[src/rtl/rtc_bus_driver.sv]
// rtc_bus_driver: APB-style single-outstanding bus master for the RTC slave.
// Accepts one command on a valid/ready port, runs SETUP then ACCESS on the
// bus, waits for slave ready with a bounded cycle count, and returns one
// response strobe per command. A forced idle gap follows every response.
module rtc_bus_driver #(
  parameter int ADDR_W         = 8,
  parameter int DATA_W         = 32,
  parameter int TIMEOUT_CYCLES = 16,
  parameter int IDLE_GAP       = 1
) (
  input  logic              clk,
  input  logic              reset,
  input  logic              cmd_valid,
  output logic              cmd_ready,
  input  logic              cmd_write,
  input  logic [ADDR_W-1:0] cmd_addr,
  input  logic [DATA_W-1:0] cmd_wdata,
  output logic              rsp_valid,
  output logic [DATA_W-1:0] rsp_rdata,
  output logic              rsp_timeout,
  output logic              rsp_err,
  output logic              sel,
  output logic              enable,
  output logic              write,
  output logic [ADDR_W-1:0] addr,
  output logic [DATA_W-1:0] wdata,
  input  logic [DATA_W-1:0] rdata,
  input  logic              ready
);

  typedef enum logic [1:0] {
    ST_IDLE   = 2'd0,
    ST_SETUP  = 2'd1,
    ST_ACCESS = 2'd2,
    ST_GAP    = 2'd3
  } state_t;

  // The response cycle is already the first gap cycle, so with no gap the
  // driver returns to IDLE in the same cycle it presents the response.
  localparam state_t     POST_RSP    = (IDLE_GAP == 0) ? ST_IDLE : ST_GAP;
  localparam logic [7:0] TIMEOUT_LIM = 8'(TIMEOUT_CYCLES);
  localparam logic [3:0] GAP_LIM     = 4'(IDLE_GAP);

  state_t              state_q, state_d;
  logic [7:0]          cnt_q, cnt_d;
  logic [3:0]          gap_q, gap_d;
  logic                sel_q, sel_d;
  logic                enable_q, enable_d;
  logic                write_q, write_d;
  logic [ADDR_W-1:0]   addr_q, addr_d;
  logic [DATA_W-1:0]   wdata_q, wdata_d;
  logic                rsp_valid_q, rsp_valid_d;
  logic [DATA_W-1:0]   rsp_rdata_q, rsp_rdata_d;
  logic                rsp_timeout_q, rsp_timeout_d;
  logic                rsp_err_q, rsp_err_d;

  // Next-state and next-output computation; the bus registers double as the
  // command latch, so nothing else needs to hold the accepted fields.
  always_comb begin
    state_d       = state_q;
    cnt_d         = cnt_q;
    gap_d         = gap_q;
    sel_d         = sel_q;
    enable_d      = enable_q;
    write_d       = write_q;
    addr_d        = addr_q;
    wdata_d       = wdata_q;
    rsp_valid_d   = 1'b0;
    rsp_rdata_d   = '0;
    rsp_timeout_d = 1'b0;
    rsp_err_d     = 1'b0;
    case (state_q)
      ST_IDLE: begin
        if (cmd_valid && cmd_ready) begin
          if (cmd_addr[1:0] == 2'b00) begin
            state_d  = ST_SETUP;
            sel_d    = 1'b1;
            enable_d = 1'b0;
            write_d  = cmd_write;
            addr_d   = cmd_addr;
            wdata_d  = cmd_wdata;
          end else begin
            // Misaligned: reject without touching the bus.
            rsp_valid_d = 1'b1;
            rsp_err_d   = 1'b1;
            state_d     = POST_RSP;
            gap_d       = 4'd1;
          end
        end
      end
      ST_SETUP: begin
        enable_d = 1'b1;
        cnt_d    = 8'd1;
        state_d  = ST_ACCESS;
      end
      ST_ACCESS: begin
        if (ready || (cnt_q == TIMEOUT_LIM)) begin
          rsp_valid_d   = 1'b1;
          rsp_timeout_d = !ready;
          rsp_rdata_d   = (ready && !write_q) ? rdata : '0;
          sel_d         = 1'b0;
          enable_d      = 1'b0;
          write_d       = 1'b0;
          addr_d        = '0;
          wdata_d       = '0;
          state_d       = POST_RSP;
          gap_d         = 4'd1;
        end else begin
          cnt_d = cnt_q + 8'd1;
        end
      end
      ST_GAP: begin
        if (gap_q >= GAP_LIM) begin
          state_d = ST_IDLE;
        end else begin
          gap_d = gap_q + 4'd1;
        end
      end
      default: state_d = ST_IDLE;
    endcase
  end

  // State and registered outputs; reset abandons any in-flight command.
  always_ff @(posedge clk or negedge reset) begin
    if (!reset) begin
      state_q       <= ST_IDLE;
      cnt_q         <= '0;
      gap_q         <= '0;
      sel_q         <= 1'b0;
      enable_q      <= 1'b0;
      write_q       <= 1'b0;
      addr_q        <= '0;
      wdata_q       <= '0;
      rsp_valid_q   <= 1'b0;
      rsp_rdata_q   <= '0;
      rsp_timeout_q <= 1'b0;
      rsp_err_q     <= 1'b0;
    end else begin
      state_q       <= state_d;
      cnt_q         <= cnt_d;
      gap_q         <= gap_d;
      sel_q         <= sel_d;
      enable_q      <= enable_d;
      write_q       <= write_d;
      addr_q        <= addr_d;
      wdata_q       <= wdata_d;
      rsp_valid_q   <= rsp_valid_d;
      rsp_rdata_q   <= rsp_rdata_d;
      rsp_timeout_q <= rsp_timeout_d;
      rsp_err_q     <= rsp_err_d;
    end
  end

  assign cmd_ready   = (state_q == ST_IDLE) && reset;
  assign sel         = sel_q;
  assign enable      = enable_q;
  assign write       = write_q;
  assign addr        = addr_q;
  assign wdata       = wdata_q;
  assign rsp_valid   = rsp_valid_q;
  assign rsp_rdata   = rsp_rdata_q;
  assign rsp_timeout = rsp_timeout_q;
  assign rsp_err     = rsp_err_q;

endmodule
[config.mk]
export PLATFORM = sky130hd
export DESIGN_NAME = rtc_bus_driver
export DESIGN_NICKNAME = d
export VERILOG_FILES = /design/src/rtl/rtc_bus_driver.sv
export SDC_FILE = /design/constraint.sdc
export NUM_CORES = 1
export LEC_CHECK = 0
export ABC_AREA = 1
export CORE_UTILIZATION = 30
export DETAILED_ROUTE_END_ITERATION = 8
export SLEW_MARGIN = 20
export SYNTH_ARGS = -nofsm -noshare
export SYNTH_HDL_FRONTEND = slang
export SYNTH_SLANG_ARGS = --single-unit
[constraint.sdc]
create_clock -name clk -period 1.7 [get_ports clk]
set_clock_uncertainty 0.05 [all_clocks]
set_input_delay 0.425 -clock clk [delete_from_list [all_inputs] [get_ports clk]]
set_output_delay 0.425 -clock clk [all_outputs]
set_load 0.01 [all_outputs]
**Yosys cells after proc, flatten, opt, wreduce, memory -nomap -nowiden**

Cells that the tools add are included.

- Add/sub/neg operators: 2
- $lt $le $gt $ge: 1
- Equality and inequality tests: 11
- Mux-type cells: 40
- Reduce and logical (&&, ||, !) cells: 17

Operators by type and width:

| operator | number |
|---|---|
| 2-to-1 mux 32 bit | 6 |
| case mux 32 bit (2 select lines) | 1 |
| 2-to-1 mux 8 bit | 4 |
| case mux 8 bit (2 select lines) | 2 |
| 2-to-1 mux 4 bit | 4 |
| inequality test 2 bit (second input constant) | 7 |
| 2-to-1 mux 1 bit | 13 |
| case mux 4 bit (3 select lines) | 1 |
| adder 8 x 1 -> 8 bit (second input constant) | 1 |
| == test 8 x 5 -> 1 bit (second input constant) | 1 |
| 2-to-1 mux 2 bit | 4 |
| case mux 2 bit (4 select lines) | 1 |
| AND reduction 4 bit | 2 |
| case mux 1 bit (2 select lines) | 3 |
| nonzero test 3 bit | 2 |
| AND reduction 5 bit | 1 |
| adder 4 x 1 -> 4 bit (second input constant) | 1 |
| == test 2 bit (second input constant) | 2 |
| >= comparator 4 x 1 -> 1 bit (second input constant) | 1 |
| logical NOT 2 bit | 2 |
| nonzero test 2 bit | 2 |
| logical AND 1 bit | 3 |
| case mux 1 bit (3 select lines) | 1 |
| AND reduction 3 bit | 1 |
| other kinds (4) | 5 |

- Register bits after elaboration: 92
- Output and inout port bits: 79

**Longest topological paths before layout**

Gate-level depths: netlist of the first run.

- Depth in word-level cells: 5
- Mapped depth: 10
- Gate-level depth less buffers: 9

**Worst setup path after synthesis of the first run**

OpenSTA, ideal clock, no wires.

- Path type: flip-flop to flip-flop
- Start point: register state_q[0]
- End point: register write_q (netlist: write)
- Library setup time: 0.117 ns
- Arrival time: 1.500 ns
- Data required time: 1.533 ns
- Setup slack: 0.033 ns
- Stages on the path, launching flop included: 11
- Buffers on the path: 1
- Period minus slack after synthesis: 1.667 ns
- Path through: dfrtp_1 inv_1 ha_1 nand2_2 nor2_2 inv_1 nand2_2 nand3_4 buf_4 nand2_1 nand2_1

- Word-level cells in the longest chain between the ends: 5
- Elaborated cells between the ends (all ways): 10
- Classes of those cells: eq/ne: 4; mux: 1; reduce/logical: 5

Ends and longest elaborated chain:

| what | RTL line | source |
|---|---|---|
| from (decl) | 44 | `state_t state_q, state_d;` |
| from (signal assigned) | 139 | `state_q <= state_d;` |
| logical NOT 2 bit | 72, 154 |  |
| logical AND 1 bit | 154 | `assign cmd_ready = (state_q == ST_IDLE) && reset;` |
| logical AND 1 bit | 74 | `if (cmd_valid && cmd_ready) begin` |
| inequality test 2 bit (no line) | n/a |  |
| AND reduction 4 bit (no line) | n/a |  |
| to (signal assigned) | 144 | `write_q <= write_d;` |
| to (decl) | 49 | `logic write_q, write_d;` |

Several ways; a longest one is shown, not always the timed one.
A chain may end at the register's enable or synchronous reset.

**Final worst setup path of the first run**

- Start point: register state_q[0]
- End point: register addr_q[6] (netlist: addr[6])

- Word-level cells in the longest chain between the ends: 5
- Elaborated cells between the ends (all ways): 10
- Classes of those cells: eq/ne: 4; mux: 1; reduce/logical: 5

Ends and longest elaborated chain:

| what | RTL line | source |
|---|---|---|
| logical NOT 2 bit | 72, 154 |  |
| logical AND 1 bit | 154 |  |
| logical AND 1 bit | 74 |  |
| inequality test 2 bit (no line) | n/a |  |
| AND reduction 4 bit (no line) | n/a |  |
| to (signal assigned) | 145 | `addr_q <= addr_d;` |
| to (decl) | 50 | `logic [ADDR_W-1:0] addr_q, addr_d;` |

Several ways; a longest one is shown, not always the timed one.

==> results of run 1 <==
cells by family after synthesis:
kind of cell             Yosys count  synth area share (%)
AND/OR/NAND/NOR                  234                  24.9
flip-flops                        92                  61.2
buffers and inverters             72                  8.08
AO/OA/AOI/OAI                     11                  1.56
adder cells (fa/ha/maj)           10                  3.32
XOR/XNOR                           4                 0.931
metrics by stage:
| step | cells | power, mW | hold slack, ps |
|---|---|---|---|
| detailed placement | 763 | 5.33 | 406 |
| global route | 794 | 8.09 | 147 |
| global placement | 763 | 5.29 | 402 |
| floorplan | 423 | 3.95 | 79.4 |
| finish | 794 | 7.59 | 106 |
| CTS | 779 | 7.11 | 136 |
routing by layer:
metal | up-vias | GRT usage [%] | part of all wire [%]
met5 | - | 0 | 0
met4 | 0 | 6.06 | 1.6
met3 | 14 | 7.49 | 9.7
met2 | 122 | 23.7 | 48
met1 | 1549 | 18.2 | 40
li1 | 1663 | - | -
cell type report:
cell class                 instances  area, um^2  area share, %
multi-input combinational        260        1330           20.9
tap                              168         210           3.29
sequential                        92        2300           36.1
timing repair buffer             198        2030           31.7
clock inverter                     7        51.3          0.804
inverter                          60         233           3.65
clock buffer                       9         225           3.53
repair_timing:
action	in CTS	in global routing
cloned	0	7
hold buffers	0	0
pin swaps	1	3
endpoints found under the setup margin	109	73
setup buffers	0	8
gates resized for setup	69	83
state kept, by name, indices dropped and copies added, names as in the netlist:
register / flops
rsp_rdata: 32
cnt_q: 8
sel: 1
rsp_err: 1
state_q: 2
wdata: 32
enable: 1
gap_q: 4
addr: 8
write: 1
rsp_timeout: 1
rsp_valid: 1
power by group through the flow:
| stage | sequential, mW | clock [mW] | combinational, mW |
|---|---|---|---|
| final | 2.65 | 1.86 | 3.08 |
| after global routing | 2.69 | 2.02 | 3.39 |
| after CTS | 2.64 | 1.92 | 2.55 |
| after detailed placement | 2.68 | 0 | 2.64 |
| after global placement | 2.67 | 0 | 2.62 |
| after floorplan | 2.81 | 0 | 1.15 |
how the worst min path moves through the flow:
stage	from	endpoint	slack, ps	depth (start not counted)
after detailed placement	addr[1]	addr[1]	410	2
after floorplan	reset	addr[0]	80	0
after CTS	reset	addr[0]	140	2
final	reset	gap_q[1]	110	2
after global routing	reset	addr[3]	150	2
after global placement	addr[2]	addr[2]	400	2
cell usage in the layout (no fill, tap or decap), types with 3 or more instances in the layout:
cell type,instances
o22ai_1,3
buf_6,6
o21ai_0,6
dlygate4sd2_1,59
nor2_1,46
inv_1,51
ha_1,8
clkinv_4,3
dlymetal6s2s_1,18
clkdlybuf4s50_1,76
dfrtp_1,92
clkbuf_16,14
nand3_1,10
buf_12,6
buf_4,28
nand2_2,34
inv_2,7
nand4_1,8
nand2_4,7
nand2_1,123
worst register-to-register path: cells and delay by family, from the launching register on:
| family | cells | cell delay, ps |
|---|---|---|
| adders and majority gates | 1 | 150 |
| and+or+nand+nor | 3 | 280 |
| DFF | 1 | 380 |
| buffers and inverters | 6 | 700 |
==> summary.txt, run 1 <==
Logic synthesis
  • Post-synth EDFFs: 0
  • Mean Syn Cell Area: 8.90 um^2
  • Cells after synthesis: 423
  • Unique cell type count in the Yosys netlist: 21
  • Most frequent cell after synthesis: nand2_1
  • Mapped cell area: 3760 um^2
  • Async SR Flop Fraction: 100%
  • Post-synthesis register bit count: 92
  • Area leader, netlist: dfrtp_1
  • Top area cells in the synthesized netlist: dfrtp_1 61%, nand2_1 16%, inv_1 6.0%
  • Most frequently used flop master after synthesis: dfrtp_1
  • Synth cell count leaders: 160 x nand2_1, 92 x dfrtp_1, 60 x inv_1, 49 x nor2_1
  • Synth warn: 0
  • Synth top area share: 61.2%
  • Syn_nets: 510
  • Register area share after synthesis: 61.2%

Detailed routing
  • WL final: 10200 um
  • ANT nets after route: 0
  • DRC violations left: 0
  • Routed via count: 3348
  • Routed len/inst: 12.8 um
  • Vias per cell: 4.22
  • Drt pass-1 iters: 4
  • Starting DRT DRC Count: 155

Global route
  • GR Overflow Total: 0
  • Largest net degree at the start of global routing: 93
  • Initial antenna violation count: 0
  • GRT Util Overall: 15.3%
  • First-pass GRT wire length: 15400 um
  • Number of global-route vias before repair: 3216

Place
  • Pre-CTS setup slack: -193 ps
  • Post-DP HPWL: 6730 um
  • GP Congestion: 0.785
  • IO buf count: 155
  • Post-DP Area: 5740 um^2

Setup path
  • R2r startpoint: state_q[0]
  • Slowest stage delay, CP: 380 ps
  • Worst path depth: 10
  • Reg2reg end: addr[6]
  • Critical Path End Type: flip-flop
  • Worst setup path start: state_q[0]
  • Startpoint types: flip-flop
  • Flop2flop setup slack: 20 ps
  • Buf+Inv Stages, Crit Path: 6
  • R2R depth: 10
  • Critical path class: flip-flop to flip-flop
  • Arr. time, crit path: 1860 ps
  • CP max-delay cell: dfrtp_1
  • CP Capture Point: addr[6]
  • CP Data Required Time: 1880 ps
  • Crit-path max FO: 6
  • Worst path cell trace: inv_2, buf_6, ha_4, inv_4, buf_6, nand4_1, clkinv_4, clkbuf_16, nand2_1, nand2_1
  • Delay-heaviest family, CP: buffers and inverters

Die
  • Starting Density: 31.1%
  • Die width: 114 um
  • # rows: 40
  • Core area: 12100 um^2
  • I/O pins: 156
  • Die height: 114 um
  • Die area: 13000 um^2

CTS
  • Clk sinks: 92
  • Worst-path clk slew: 60 ps
  • Clk_lat worst skew: 340 ps
  • Clock Tree Buf Depth: 2
  • CTS tree: done
  • Num CTS Buffers: 9
  • Clk root buf: clkbuf_16
  • H-tree depth: 3

Final layout
  • Fillers: 1132
  • Fin area: 6380 um^2
  • Syn-to-layout area delta: 69.5%
  • Final core occ: 52.7%
  • Layout cell share with drive strength beyond 1: 18.8%
  • Nets: 708
  • ANT cells: 0

Power
  • Sw Ratio: 34.1%
  • Clk pwr share: 24.5%
  • Internal power: 5.00 mW
  • Sequential power share: 34.9%
  • Maximum vdd drop: 0.000572 V
  • Leak pwr: 3.84 nW
  • Combinational power share: 40.6%
  • Switch Pwr: 2.59 mW
  • PwrDens: 1190 nW/um^2

Hold path
  • Hold Path Class: input pin to async pin

STA
  • Final Hold Viols: 0
  • RSZ-0062 raised after global routing: yes
  • FMAX: 594 MHz
  • Slew of the pin with the lowest slew margin: 497 ps
  • Final worst-path cycle share: 99.0%
  • Slew Viols, Final: 0
  • Slew headroom: 66.9%
  • Min Tclk post-route: 1680 ps
  • Setup TNS: 0 ps
  • Worst setup margin: 17.3 ps
  • Final Setup Violations: 0

Outcome
  • Status: complete, no violations

Run
  • Total of max-cap violations: 0
No activity file was read; power rests on OpenSTA's default activity.
==> run 2, diff against run 1 <==
--- a/config.mk
+++ b/config.mk
@@ -5,7 +5,6 @@
 export SDC_FILE = /design/constraint.sdc
 export NUM_CORES = 1
 export LEC_CHECK = 0
-export ABC_AREA = 1
 export CORE_UTILIZATION = 30
 export DETAILED_ROUTE_END_ITERATION = 8
 export SLEW_MARGIN = 20
==> summary.txt, run 2 <==
Outcome
  • Status: complete, but fails checks (was complete, no violations)
  • Violated checks: negative setup slack

Global route
  • Number of global-route vias before repair: 2922 (was 3216)
  • First-pass GRT wire length: 15000 um (was 15400 um)
  • GRT Util Overall: 15.9% (was 15.3%)
  • Largest net degree at the start of global routing: 54 (was 93)
  • Initial antenna violation count: 0 (unchanged)
  • GR Overflow Total: 0 (unchanged)

CTS
  • Clk sinks: 92 (unchanged)
  • Clk_lat worst skew: 340 ps (about the same)
  • Clock Tree Buf Depth: 2 (unchanged)
  • CTS tree: done (unchanged)
  • H-tree depth: 3 (unchanged)
  • Hold buffer count at CTS: 0 (unchanged)
  • Clk root buf: clkbuf_16 (unchanged)
  • Num CTS Buffers: 9 (unchanged)
  • Worst-path clk slew: 60 ps (about the same)

Logic synthesis
  • Cells after synthesis: 267 (was 423)
  • Most frequent cell after synthesis: dfrtp_1 (was nand2_1)
  • Register area share after synthesis: 65.1% (was 61.2%)
  • Async SR Flop Fraction: 100% (unchanged)
  • Synth cell count leaders: 92 x dfrtp_1, 39 x a22o_1, 36 x and2_1, 11 x nor2_1, 10 x ha_1 (was 160 x nand2_1, 92 x dfrtp_1, 60 x inv_1, 49 x nor2_1)
  • Synth Area in XOR/XNOR: 0.991% (was 0.931%)
  • Mapped cell area: 3530 um^2 (was 3760 um^2)
  • Largest family of logic cells by synthesized area: compound AO/OA/AOI/OAI gates (was simple AND/OR/NAND/NOR gates)
  • Syn_nets: 354 (was 510)
  • Synth warn: 0 (unchanged)
  • Adder-cell share of the synthesized area: 3.54% (was 3.32%)
  • Area leader, netlist: dfrtp_1 (unchanged)
  • Most frequently used flop master after synthesis: dfrtp_1 (unchanged)
  • Top area cells in the synthesized netlist: dfrtp_1 65%, a22o_1 9.7%, and2_1 6.4% (was dfrtp_1 61%, nand2_1 16%, inv_1 6.0%)
  • Post-synth EDFFs: 0 (unchanged)
  • Mux share of post-synthesis cell area: 0.920% (was 0%)
  • Mean Syn Cell Area: 13.2 um^2 (was 8.90 um^2)
  • Simple-gate share of the synthesized area: 12.6% (was 24.9%)
  • Synth top area share: 65.1% (was 61.2%)
  • Synth Area in Compound Gates: 13.5% (was 1.56%)
  • Post-synthesis register bit count: 92 (unchanged)
  • Unique cell type count in the Yosys netlist: 37 (was 21)

Final layout
  • Syn-to-layout area delta: 73.8% (was 69.5%)
  • Nets: 557 (was 708)
  • Layout cell share with drive strength beyond 1: 19.4% (was 18.8%)
  • Fillers: 997 (was 1132)
  • Leading cell type in the layout, fill and taps excluded: dfrtp_1 (was nand2_1)
  • ANT cells: 0 (unchanged)
  • Most frequent cells in the layout: 92 x dfrtp_1, 76 x clkdlybuf4s50_1, 62 x dlygate4sd2_1, 44 x buf_4, 39 x a22o_1 (was 123 x nand2_1, 92 x dfrtp_1, 76 x clkdlybuf4s50_1, 59 x dlygate4sd2_1, 51 x inv_1)
  • Fin area: 6140 um^2 (was 6380 um^2)

Hold path
  • Hold Path Class: input pin to async pin (unchanged)

Detailed routing
  • Starting DRT DRC Count: 75 (was 155)
  • Routed len/inst: 16.0 um (was 12.8 um)
  • WL final: 9880 um (was 10200 um)
  • DRC violations left: 0 (unchanged)
  • Routed via count: 2858 (was 3348)
  • Vias per cell: 4.62 (was 4.22)
  • ANT nets after route: 0 (unchanged)
  • Drt pass-1 iters: 4 (unchanged)

STA
  • FMAX: 513 MHz (was 594 MHz)
  • Slew headroom: 55.1% (was 66.9%)
  • Slew of the pin with the lowest slew margin: 674 ps (was 497 ps)
  • Slew Viols, Final: 0 (unchanged)
  • Setup TNS: -9830 ps (was 0 ps)
  • Final worst-path cycle share: 115% (was 99.0%)
  • Min Tclk post-route: 1950 ps (was 1680 ps)
  • RSZ-0062 raised after global routing: yes (unchanged)
  • Final Setup Violations: 50 (was 0)
  • Final Hold Viols: 0 (unchanged)
  • Worst setup margin: -248 ps (was 17.3 ps)

Place
  • Post-DP Area: 5580 um^2 (was 5740 um^2)
  • IO buf count: 155 (unchanged)
  • GP Congestion: 0.771 (was 0.785)
  • Post-DP HPWL: 6580 um (was 6730 um)

Die
  • Die height: 111 um (was 114 um)
  • # rows: 39 (was 40)
  • I/O pins: 156 (unchanged)
  • Starting Density: 30.8% (was 31.1%)
  • Die area: 12200 um^2 (was 13000 um^2)
  • Die width: 111 um (was 114 um)
  • Core area: 11500 um^2 (was 12100 um^2)

Power
  • Combinational power share: 40.1% (was 40.6%)
  • Internal power: 5.68 mW (was 5.00 mW)
  • Leak pwr: 3.36 nW (was 3.84 nW)
  • Sequential power share: 32.1% (was 34.9%)
  • Switch Pwr: 2.48 mW (was 2.59 mW)
  • Clk pwr share: 27.9% (was 24.5%)
  • PwrDens: 1330 nW/um^2 (was 1190 nW/um^2)
  • Maximum vdd drop: 0.000951 V (was 0.000572 V)
  • Final Power: 8.17 mW (was 7.59 mW)
  • Sw Ratio: 30.4% (was 34.1%)

Run
  • Total of max-cap violations: 0 (unchanged)

Setup path
  • Critical path class: flip-flop to flip-flop (unchanged)
  • Critical Path End Type: flip-flop (unchanged)
  • Crit-path max FO: 7 (was 6)
  • Startpoint types: flip-flop (unchanged)
  • CP Data Required Time: 1880 ps (about the same)
  • Flop2flop setup slack: -250 ps (was 20 ps)
  • Arr. time, crit path: 2130 ps (was 1860 ps)
==> run 2: power by group through the flow <==
stage | Clock (mW) | Combinational (mW) | Sequential (mW)
3_5_place_dp | 0 | 2.68 | 2.67
3_3_place_gp | 0 | 2.64 | 2.66
4_1_cts | 2.35 | 2.73 | 2.62
2_1_floorplan | 0 | 1.18 | 2.81
6_report | 2.28 | 3.27 | 2.62
5_1_grt | 2.43 | 3.54 | 2.65
==> run 2: timing repair <==
| action | 4_1_cts | 5_1_grt |
|---|---|---|
| buffers inserted | 2 | 2 |
| gates resized for setup | 79 | 27 |
| cloned | 0 | 5 |
| pin swaps | 1 | 26 |
| endpoints found under the setup margin | 114 | 72 |
| endpoints found under the hold margin | 0 | 0 |
==> run 2: logic make-up after synthesis <==
| family | count (synthesis) |
|---|---|
| buffers and inverters | 22 |
| flip-flops | 92 |
| XOR/XNOR | 4 |
| AO/OA/AOI/OAI | 58 |
| adder cells (fa/ha/maj) | 10 |
| multiplexers | 3 |
| AND/OR/NAND/NOR | 78 |
==> run 2: metrics by stage <==
step	cells	setup slack [ps]	hold slack (ps)	utilization (%)
final	618	-248	111	53.6
after global routing	618	-294	156	53.6
after CTS	611	-214	124	51.8
after detailed placement	593	-559	418	48.7
after global placement	593	-517	411	48.7
after floorplan	267	-147	79.4	-
==> run 2: critical path, cell delays in order (launching register included) <==
cell       delay (ps)
dfrtp_1           380
inv_2              70
ha_4              160
buf_4             130
o31a_1            120
or3_4             490
clkbuf_16         200
a22o_1            230
==> run 2: worst paths after layout <==
check / from / to / cells past startpoint
min in group clk: sel / sel / 1
worst max register to register: state_q[1] / addr[5] / 7
worst min register to register: sel / sel / 1
worst max-delay path: state_q[1] / addr[5] / 7
worst min-delay path: reset / state_q[1] / 2
max in group asynchronous: reset / cnt_q[7] / 3
==> run 2: layer usage <==
metal	track usage, %	vias up	part of all wire [%]	routed length, um
met5	0	-	0	0
met4	5.60	0	1.8	174
met3	6.70	15	7.7	764
met2	26.5	117	49	4860
met1	18.1	1383	41	4080
li1	-	1343	-	-
==> run 2: cell type report <==
cell class                 instances  area (um^2)  area share, %
multi-input combinational        153         1310           21.2
tap                              143          179           2.91
sequential                        92         2300           37.5
timing repair buffer             207         1990           32.4
clock inverter                     6          113           1.83
inverter                           7         26.3          0.428
clock buffer                      10          229           3.73
==> patch, RTL diff (flow settings as in run 1) <==
Put one more register stage on the output `rsp_timeout`, cleared by the reset. The value now appears one clock later. The other outputs are not delayed to match.
--- a/src/rtl/rtc_bus_driver.sv
+++ b/src/rtl/rtc_bus_driver.sv
@@ -159,7 +159,13 @@
   assign wdata       = wdata_q;
   assign rsp_valid   = rsp_valid_q;
   assign rsp_rdata   = rsp_rdata_q;
-  assign rsp_timeout = rsp_timeout_q;
+  always_ff @(posedge clk or negedge reset) begin
+    if (!reset) begin
+      rsp_timeout <= '0;
+    end else begin
+      rsp_timeout <= rsp_timeout_q;
+    end
+  end
   assign rsp_err     = rsp_err_q;
 
 endmodule
Formal check against the unedited RTL: no difference found for any inputs over 10 cycles, from zero or initial values and one cycle with reset low; that may be too few to reach the edited logic, so the function may still have changed.
==> patch against run 1 <==
Setup slack improved by 0.011 ns; register-to-register slack improved by 0.04 ns; total power increased by 0.12%; sequential cell count increased by 1; sequential share of layout area increased by 1.5 points; hold slack got worse by 0.0011 ns; first-iteration DRC count increased by 2.6%; cell area decreased by 2.8%; area after synthesis increased by 0.66%; die area increased by 0.65%; wire length decreased by 4.8%; clock power increased by 4%; final cell count decreased by 1.8%.
==> patch: results (changes against run 1) <==
Min path
  – Hold crit path type: in2async

Status
  – Run status: finished, final reports clean

Yosys
  – Ys Warns: 0 (unchanged)
  – Syn nets: 511 (+0.20%)
  – Post-synthesis sequential area ratio: 61.4% (+0.26 points)
  – Synth area leaders: dfrtp_1 61%, nand2_1 16%, inv_1 5.9%
  – Synth top cells by count: 160 x nand2_1, 93 x dfrtp_1, 60 x inv_1

Clocking
  – Clk root buf: clkbuf_16
  – Clk buf depth: 2 (unchanged)
  – CTS clk-pin slew, worst paths: 0.06 ns (about the same)
  – Clock Latency Late Sink: 0.33 ns
  – CTS H-tree lvls: 3 (unchanged)

Global route
  – Antenna violations before repair: 0 (unchanged)
  – Vias in the first global route: 3,314 (+3.0%)
  – Total track usage: 15.1% (-0.20 points)
  – Maximum number of pins on one net before global-route repair: 94 (+1.1%)
  – First-pass GRT wire length: 15,400 µm (about the same)

Timing
  – Final count of pins violating max slew: 0 (unchanged)
  – Hold Worst Slack: 0.104 ns (-0.00108 ns)
  – Relative slew slack: 66.8% (-0.10 points)

Setup path
  – Reg2reg setup slack: 0.06 ns (+0.04 ns)
  – Slowest-stage cell, CP: clkdlybuf4s50_1
  – Crit path DAT: 1.20 ns (-0.66 ns)
  – CP max FO: 1 (-5)
  – Critical path's largest stage delay: 0.54 ns (+0.16 ns)

Power and ir drop
  – Worst VDD drop: 0.000554 V (-3.1%)
  – Lkg Pwr: 0.00380 µW (-0.99%)

Layout
  – Fin nets: 696 (-1.7%)
  – Fillers: 1,166 (+3.0%)
  – Share of layout cells above drive strength 1: 12.9% (-5.9 points)

Routing
  – DRT iter0 DRCs: 159 (+2.6%)
  – Vias per cell: 4.19 (-0.52%)
  – Drt pass-1 iters: 4 (unchanged)
  – Detailed-route wire length per cell: 12.4 µm (-3.1%)

Placed design
  – Dpl hpwl: 6770 µm (+0.56%)
  – GPL Wtd Cong: 0.785 (about the same)
  – Port bufs: 155 (unchanged)
## patch: cell count changes after synthesis
cell     before  now
dfrtp_1      92   93
## patch: timing repair
action | CTS | global route
setup buffers | 0 | 6
cloned | 0 | 3
resized for setup | 50 | 60
pin swaps | 1 | 7
endpoints found under the setup margin | 95 | 81
## patch: final timing paths
| path | from | endpoint | cells after the start |
|---|---|---|---|
| max | rsp_rdata[28] | rsp_rdata[28] | 1 |
| min | reset | wdata[0] | 2 |
| max reg2reg | state_q[0] | wdata[31] | 10 |
| min reg2reg | rsp_timeout_q | rsp_timeout | 0 |
| max in group asynchronous | reset | rsp_rdata[19] | 2 |
| min in group clk | rsp_timeout_q | rsp_timeout | 0 |
## patch: final cells by class
type                       count  share of cell area [%]
inverter                      60                    3.63
multi-input combinational    259                    20.5
clock buffer                  12                    3.97
sequential                    93                    37.5
timing repair buffer         186                    30.4
clock inverter                 2                   0.565
tap                          168                    3.39
## patch: metal layers
layer  vias to the layer above  share of wire (%)  global-route usage, %
li1                       1625                  -                      -
met1                      1524                 42                   18.5
met2                       113                 48                   24.0
met3                        10                9.2                   6.56
met4                         0                1.1                   4.68
met5                         -                  0                      0
## patch: logic make-up (layout without fill, tap and decap cells)
logic type / count (synthesis) / in the layout / share of synthesized area, %
and+or+nand+nor: 234 / 234 / 24.8
xor gates and xnor gates: 4 / 4 / 0.925
adders and majority gates: 10 / 10 / 3.30
DFF: 93 / 93 / 61.4
AOI/OAI and AO/OA: 11 / 11 / 1.55
buffers and inverters: 72 / 260 / 8.03
## patch: through the flow
stage / setup slack [ns] / total power, µW / instance area [µm²] / setup TNS (ns) / instances
floorplan: 0.0330 / 3980 / 3790 / 0 / 424
global placement: -0.191 / 5250 / 5700 / -8.20 / 757
detailed placement: -0.195 / 5310 / 5700 / -8.57 / 757
CTS: -0.0958 / 7200 / 5930 / -0.0958 / 771
global route: -0.0683 / 8110 / 6200 / -1.41 / 780
finish: 0.0285 / 7600 / 6200 / 0 / 780
## patch: report_power, final
part | switching [µW] | total [µW] | leakage [µW] | internal (µW)
sequential | 158 | 2680 | 0.00128 | 2520
combinational | 1520 | 2990 | 0.00238 | 1470
clock | 767 | 1930 | 0.000139 | 1160
